==> src/rtl/aes_pkg.sv <==
// Shared AES constants, FSM state type and column-extraction helper.
package aes_pkg;

    localparam int unsigned AES_NB      = 4;
    localparam int unsigned AES_BYTE_W  = 8;
    localparam int unsigned AES_STATE_W = 128;
    localparam int unsigned AES_COL_W   = 32;

    typedef enum logic [0:0] {IDLE, SEND} aes_state_e;

    // Column c of a state, row 0 in the MSB byte.
    function automatic logic [AES_COL_W-1:0] aes_col(input logic [AES_STATE_W-1:0] state,
                                                     input logic [1:0] c);
        logic [AES_COL_W-1:0] col;
        case (c)
            2'd0:    col = state[127:96];
            2'd1:    col = state[95:64];
            2'd2:    col = state[63:32];
            default: col = state[31:0];
        endcase
        return col;
    endfunction

endpackage

==> src/rtl/add_round_key.sv <==
// Combinational AddRoundKey: bitwise state ^ key, shared with the encrypt path.
module add_round_key
    import aes_pkg::*;
(
    input  logic [AES_STATE_W-1:0] state,
    input  logic [AES_STATE_W-1:0] key,
    output logic [AES_STATE_W-1:0] result
);

    assign result = state ^ key;

endmodule

==> src/rtl/aes_inv_ark_serializer.sv <==
// AddRoundKey into a holding buffer, then one 32-bit column per handshake toward
// InvMixColumns; the per-block mix flag rides along unchanged.
module aes_inv_ark_serializer
    import aes_pkg::*;
#(
    parameter int unsigned BYTE_W = AES_BYTE_W,
    parameter int unsigned NB     = AES_NB
) (
    input  logic                     clk,
    input  logic                     rst,
    input  logic                     in_valid,
    output logic                     in_ready,
    input  logic [BYTE_W*NB*NB-1:0]  in_state,
    input  logic [BYTE_W*NB*NB-1:0]  in_key,
    input  logic                     in_mix,
    output logic                     col_valid,
    input  logic                     col_ready,
    output logic [BYTE_W*NB-1:0]     col_data,
    output logic [1:0]               col_idx,
    output logic                     col_last,
    output logic                     col_mix
);

    logic [AES_STATE_W-1:0] ark;
    logic [AES_STATE_W-1:0] buf_q;
    aes_state_e             state_q;
    logic                   mix_q;
    logic [1:0]             idx_q;
    logic                   last;

    add_round_key u_add_round_key (
        .state  (in_state),
        .key    (in_key),
        .result (ark)
    );

    assign last = (idx_q == 2'd3);

    // Only combinational input-to-output path: a new block may enter on the
    // column-3 handshake so back-to-back blocks have no bubble.
    always_comb begin
        in_ready = 1'b0;
        unique case (state_q)
            IDLE: in_ready = 1'b1;
            SEND: in_ready = last & col_ready;
        endcase
    end

    always_ff @(posedge clk) begin
        if (rst) begin
            state_q <= IDLE;
            buf_q   <= '0;
            mix_q   <= 1'b0;
            idx_q   <= 2'd0;
        end else begin
            unique case (state_q)
                IDLE: begin
                    if (in_valid) begin
                        buf_q   <= ark;
                        mix_q   <= in_mix;
                        idx_q   <= 2'd0;
                        state_q <= SEND;
                    end
                end
                SEND: begin
                    if (col_ready) begin
                        if (!last) begin
                            idx_q <= idx_q + 2'd1;
                        end else if (in_valid) begin
                            buf_q <= ark;
                            mix_q <= in_mix;
                            idx_q <= 2'd0;
                        end else begin
                            idx_q   <= 2'd0;
                            state_q <= IDLE;
                        end
                    end
                end
            endcase
        end
    end

    assign col_valid = (state_q == SEND);
    assign col_data  = aes_col(buf_q, idx_q);
    assign col_idx   = idx_q;
    assign col_last  = last;
    assign col_mix   = mix_q;

endmodule
==> config.mk <==
export PLATFORM = sky130hd
export DESIGN_NAME = aes_inv_ark_serializer
export DESIGN_NICKNAME = d
export VERILOG_FILES = /design/src/rtl/aes_pkg.sv /design/src/rtl/add_round_key.sv /design/src/rtl/aes_inv_ark_serializer.sv
export SDC_FILE = /design/constraint.sdc
export NUM_CORES = 1
export LEC_CHECK = 0
export CAP_MARGIN = 20
export CORE_AREA = 3 3 133 135
export CTS_CLUSTER_DIAMETER = 80
export DETAILED_ROUTE_END_ITERATION = 8
export DIE_AREA = 0 0 136 138
export GPL_ROUTABILITY_DRIVEN = 0
export PLACE_DENSITY_LB_ADDON = 0.1
export SYNTH_ARGS = -nofsm -noshare
export SYNTH_HDL_FRONTEND = slang
export SYNTH_SLANG_ARGS = --single-unit
==> constraint.sdc <==
create_clock -name clk -period 2.1 [get_ports clk]
set_clock_uncertainty 0.1 [all_clocks]
set_input_delay 0.21 -clock clk [delete_from_list [all_inputs] [get_ports clk]]
set_output_delay 0.21 -clock clk [all_outputs]
set_load 0.05 [all_outputs]
==> results of run 1 <==
[layout by cell type, fill, tap and decap left out, types with 4 or more instances in the layout]
cell type and n:
xnor2_1 128, mux2i_4 30, clkdlybuf4s50_1 259, buf_12 50, a211oi_1 7, clkbuf_16 19
dfxtp_1 130, a21oi_1 126, a211oi_2 121, a222oi_1 32, buf_6 4, buf_4 34
a21oi_2 4, inv_1 33
[worst max-delay path, delay by kind of cell (launching register included)]
| family | cells | cell delay, ns |
|---|---|---|
| buffers and inverters | 4 | 0.57 |
| AOI/OAI and AO/OA | 1 | 0.52 |
| DFF | 1 | 0.39 |
| adders and majority gates | 1 | 0.18 |
| muxes | 1 | 0.07 |
[kinds of logic (layout without fill, tap and decap cells)]
kind of cell,Yosys count,count (layout),share of synthesized area (%)
buffers and inverters,107,420,7.23
flip-flops,132,132,36.4
XOR/XNOR,128,128,15.4
AO/OA/AOI/OAI,294,294,35.4
AND/OR/NAND/NOR,5,5,0.344
adder cells (fa/ha/maj),4,4,0.689
multiplexers,33,33,4.55
[how the worst min path moves through the flow]
stage	to	slack, ns	depth (start not counted)
after floorplan	col_mix$_SDFFE_PP0P_	0.26	2
after global placement	buf_q[113]$_SDFFE_PP0P_	0.41	2
after detailed placement	buf_q[112]$_SDFFE_PP0P_	0.41	2
after CTS	col_idx[1]$_SDFFE_PP0P_	0.07	2
after global routing	col_idx[1]$_SDFFE_PP0P_	0.09	2
final	col_idx[1]$_SDFFE_PP0P_	0.09	2
[metal layers]
layer	wire, µm	vias up	part of all wire [%]	track usage (%)
li1	-	3204	-	-
met1	9730	3216	40	32.0
met2	11900	333	49	41.7
met3	2390	28	9.8	7.78
met4	337	0	1.4	5.41
met5	0	-	0	0
[registers in the layout, summed over array words and instances, names as in the netlist]
signal,flops
buf_q,128
col_idx,2
col_mix,1
col_valid,1
[power breakdown]
| part | total [mW] | switching, mW | internal [mW] |
|---|---|---|---|
| logic | 2.52 | 1.18 | 1.33 |
| registers | 2.86 | 0.140 | 2.72 |
| clock network | 3.00 | 1.08 | 1.92 |
[timing repair]
item	4_1_cts	5_1_grt
endpoints found under the setup margin	32	34
gates cloned	2	2
gates resized for setup	22	8
buffers inserted	8	8
pin swaps	18	17
[cell type report]
type	count	area share [%]
clock buffers	22	3.79
clock inverters	9	1.05
inverters	35	1.09
multi-input cells	464	37.0
flip-flops and latches	132	21.6
well taps	220	2.25
repair buffers	354	33.2
[metrics by stage]
step	total power, mW	cell area (µm²)	hold WS, ns	utilization (%)
final	8.37	12300	0.0857	73.9
after global routing	8.66	12300	0.0892	73.9
after CTS	8.35	12100	0.0686	73.1
after detailed placement	5.32	11300	0.412	68.1
after global placement	5.28	11300	0.410	68.1
after floorplan	4.17	7670	0.257	-
==> impl_metrics.ini, run 1 <==
[finish]
multi_input_area_um2 = 4540
fill_cells = 1143
nets = 1269
n_antenna_cell = 0
layout-drive-gt1-share_pct = 28.3
instances_no_fill = 1236
syn2layout_area_growth_pct = 68.7
ff_latch_area_um2 = 2650

[global_routing]
grt_usage_pct = 25.1
antenna_found_initial = 0
grt_pass1_wl_um = 37300
grt_max_degree = 71
grt_pass1_vias = 6994
overflow = 0

[setup_path]
startpoint = col_idx[0]$_SDFFE_PP0P_
critPathArrivalTime_ns = 2.16
cp-end-kind = output pin
required_ns = 1.79
crit_slowest_cell = a222oi_1
reg2reg_slack_ns = 0.05
worstSetupEndpoint = col_data[19]
path_common_cell = buf_12
r2r-start = col_idx[0]$_SDFFE_PP0P_
reg2regPathDepth = 8
critPathMaxStageDelay_ns = 0.52
path_cells = inv_4 -> ha_4 -> buf_12 -> a222oi_1 -> buf_4 -> mux2i_4 -> buf_12
rr_endpoint = buf_q[36]$_SDFFE_PP0P_
start_kind = flop
crit_fanout = 11
crit_type = reg2out

[clock_network]
clockBufferDepth = 2
clock-sinks = 132
hold_buffers = 0
root_buffer = clkbuf_16
cts_tree = done
clkTransAtPathRegs_ns = 0.06
cts_made_buffers = 17
clk-insertion-delay-late_ns = 0.42
htree_levels = 4

[synthesis]
syn_area_um2 = 7260
synth_edf_count = 0
async_flop_share_pct = 0
ys_ff_latch = 132
synth_area_leader_cell = dfxtp_1
syn_avg_cell_area_um2 = 10.3
synth_area_leaders = dfxtp_1 36%, a211oi_2 21%, xnor2_1 15%, a21oi_1 9.0%, mux2i_1 4.5%
yosys.area.top_type_share_pct = 36.4
synthMostInstantiatedCell = dfxtp_1
synth_flop_cell = dfxtp_1
netlist_instances = 703
yosysWarningCount = 0
yosysUniqueCellTypes = 20
synth_top_cells_by_count = 132 x dfxtp_1, 130 x a21oi_1, 128 x xnor2_1
synth-seq-area-share_pct = 36.4
syn_nets = 968

[outcome]
violations = negative setup slack
status = complete, but fails checks

[sta]
worst_slack_ns = -0.368
relSlewSlack_pct = 62.2
rsz0062_at_grt = yes
setup_viol = 33
period_share_pct = 118
hold_viol = 0
max_freq_mhz = 405
worst_slew_pin_slew_ns = 0.566
maxSlewViolCount = 0
min_period_ns = 2.47
fin_tns_setup_ns = -7.80

[placed_design]
hpwl_um = 17400
place_ws_ns = -0.0744
port_buffers = 298
place_inst = 1186

[detailed_routing]
totalWireLength_um = 24400
drt-pass1-iter-count = 8
via_per_inst = 5.49
wire_per_inst_um = 19.7
vias = 6781
drtIter0Drc = 624
drc = 0
postRouteAntennaNets = 0

[die]
start_util_pct = 43.8
ios = 299
die_x_um = 136
rows = 47
core-area_um2 = 16600
die_h_um = 138
dieArea_um2 = 18800

[power_and_ir_drop]
peakVddDrop_v = 0.000582
power_density_nw_per_um2 = 683
p_leak_nw = 4.12

[min_path]
hold_path.startpoint = rst
holdCritPathClass = in2reg

[flow_run]
cap_violations = 0
Note: power is estimated with default switching activity, not from simulation.
==> inputs of run 2 (changes only) <==
ABC_AREA = 1   (was unset)
CORE_AREA = 3 3 142 144   (was 3 3 133 135)
DIE_AREA = 0 0 145 147   (was 0 0 136 138)
==> run 2 against run 1 <==
Against the previous run: the flow still finishes with violations (negative setup slack); sequential share of layout area is 2.7 points lower; worst hold slack better by 0.20 ns; non-clock buffer count down 23; synthesized cell count is 120% higher; sequential power about the same; critical path type unchanged; largest cell class unchanged; highest routed layer unchanged.
==> impl_metrics.ini, run 2 <==
[outcome]
status = complete, but fails checks
violations = negative setup slack

[setup_path]
critPathArrivalTime_ns = 1.90
critPathMaxStageDelay_ns = 0.38
reg2regPathDepth = 7
crit_type = reg2out
path_cells = clkinvlp_4 -> buf_6 -> ha_4 -> clkbuf_16 -> nand2_4 -> a31oi_4 -> buf_12
start_kind = flop
crit_fanout = 8
crit_slowest_cell = dfxtp_4
required_ns = 1.79
cp-end-kind = output pin

[synthesis]
netlist_instances = 1557
synth_area_leader_cell = dfxtp_1
synth_top_cells_by_count = 581 x nand2_1, 263 x inv_1, 164 x a21oi_1
yosysUniqueCellTypes = 15
synthMostInstantiatedCell = nand2_1
synth_flop_cell = dfxtp_1
syn_avg_cell_area_um2 = 5.55
ys_ff_latch = 132
synth-seq-area-share_pct = 30.6
yosys.area.top_type_share_pct = 30.6
syn_area_um2 = 8640
synth_area_leaders = dfxtp_1 31%, nand2_1 25%, inv_1 11%, a21oi_1 9.5%, nand3_1 7.6%
synth_edf_count = 0
async_flop_share_pct = 0
yosysWarningCount = 0
syn_nets = 1822

[sta]
period_share_pct = 105
hold_viol = 0
worst_slew_pin_slew_ns = 0.559
relSlewSlack_pct = 62.7
whs_ns = 0.282
max_freq_mhz = 453
min_period_ns = 2.21
worst_slack_ns = -0.109
maxSlewViolCount = 0
setup_viol = 32
rsz0062_at_grt = yes

[detailed_routing]
wl_met3_um = 2850
topRoutingLayerUsed = met4
drt-pass1-iter-count = 5
postRouteAntennaNets = 0
totalWireLength_um = 32000
wire_per_inst_um = 15.3
wl_met2_um = 15400
vias = 10500
via_per_inst = 5.00
drtIter0Drc = 901
wl_met1_um = 12700
drc = 0

[clock_network]
hold_buffers = 0
clock-sinks = 132
clk-insertion-delay-late_ns = 0.43
root_buffer = clkbuf_16
clkTransAtPathRegs_ns = 0.06
cts_tree = done
htree_levels = 4
clockBufferDepth = 2
cts_made_buffers = 17

[placed_design]
place_inst = 2051
hpwl_um = 23400
placed_cell_area_um2 = 12600
port_buffers = 298

[finish]
regMostFlops = buf_q
fill_cells = 1506
fin_util_pct = 74.5
final_cell_mix = 545 x nand2_1, 261 x clkdlybuf4s50_1, 259 x inv_1
instances_no_fill = 2093
syn2layout_area_growth_pct = 62.4
nets = 2085
largest_reg_flops = 128
n_antenna_cell = 0
fin_area_um2 = 14000
layout_commonest_cell = nand2_1
layout-drive-gt1-share_pct = 12.1

[min_path]
holdCritPathClass = in2reg
hold_depth = 3

[power_and_ir_drop]
power_density_nw_per_um2 = 612
p_leak_nw = 7.06
peakVddDrop_v = 0.000589

[die]
start_util_pct = 45.9
dieArea_um2 = 21300
die_x_um = 145
rows = 50
core-area_um2 = 18800
ios = 299
die_h_um = 147

[global_routing]
grt_pass1_vias = 9449
grt_max_degree = 77
overflow = 0
grt_pass1_wl_um = 48900
antenna_found_initial = 0
grt_usage_pct = 28.5

[flow_run]
cap_violations = 0
==> run 2: cell count changes after synthesis, moves of 33 or more <==
cell,delta
mux2i_1,-33
xnor2_1,-128
a21oi_1,+34
inv_1,+228
a211oi_2,-120
nand2_1,+581
nor2_1,+157
nand3_1,+131
==> run 2: final timing paths <==
path	startpoint	endpoint	slack, ns
setup / recovery	col_idx[0]$_SDFFE_PP0P_	col_data[1]	-0.11
hold reg to reg	buf_q[72]$_SDFFE_PP0P_	buf_q[72]$_SDFFE_PP0P_	0.38
hold / removal	in_mix	col_mix$_SDFFE_PP0P_	0.28
setup reg to reg	col_idx[0]$_SDFFE_PP0P_	buf_q[75]$_SDFFE_PP0P_	0.34
==> run 2: cell type report <==
cell class	instances	area, µm²	share of cell area, %
Inverter	263	993	7.08
Clock buffer	18	439	3.13
Multi-Input combinational cell	1075	5500	39.2
Sequential cell	132	2650	18.9
Timing Repair Buffer	331	3920	28.0
Clock inverter	14	201	1.44
Tap cell	260	325	2.32
==> run 2: routing by layer <==
layer / global-route usage [%] / up-vias
li1: - / 5297
met3: 7.09 / 68
met4: 10.5 / 0
met2: 49.2 / 465
met1: 34.7 / 4638
met5: 0 / -
==> run 2: critical path: cells and delay by family, from the launching register on <==
family	cells	cell delay, ns
DFF	1	0.38
and+or+nand+nor	1	0.08
AOI/OAI and AO/OA	1	0.19
buffers and inverters	4	0.58
adders and majority gates	1	0.22
==> run 2: repair_timing <==
| action | in CTS | in global routing |
|---|---|---|
| pin swaps | 5 | 32 |
| gates resized for setup | 74 | 59 |
| setup endpoints to repair | 32 | 35 |
| gates cloned | 4 | 3 |
| setup buffers | 2 | 1 |
==> run 2: kinds of logic (layout without fill, tap and decap cells) <==
logic type               Yosys count  after routing  share of synthesized area, %
buffers and inverters            350            626                          16.9
AND/OR/NAND/NOR                  875            875                          40.1
adder cells (fa/ha/maj)            4              4                         0.580
AO/OA/AOI/OAI                    196            196                          11.8
flip-flops                       132            132                          30.6
==> run 2: report_power, final <==
group | switching, mW | leakage (nW) | internal (mW)
Clock | 1.22 | 0.307 | 2.03
Sequential | 0.180 | 1.10 | 2.71
Combinational | 1.24 | 5.65 | 1.20
==> run 2: metrics by stage <==
| step | setup WS (ns) | total power [mW] | setup TNS, ns |
|---|---|---|---|
| CTS | -0.116 | 8.50 | -2.61 |
| global route | -0.152 | 8.91 | -3.90 |
| finish | -0.109 | 8.58 | -2.58 |
| global placement | 0.324 | 5.20 | 0 |
| floorplan | 0.0723 | 4.10 | 0 |
| detailed placement | 0.234 | 5.24 | 0 |
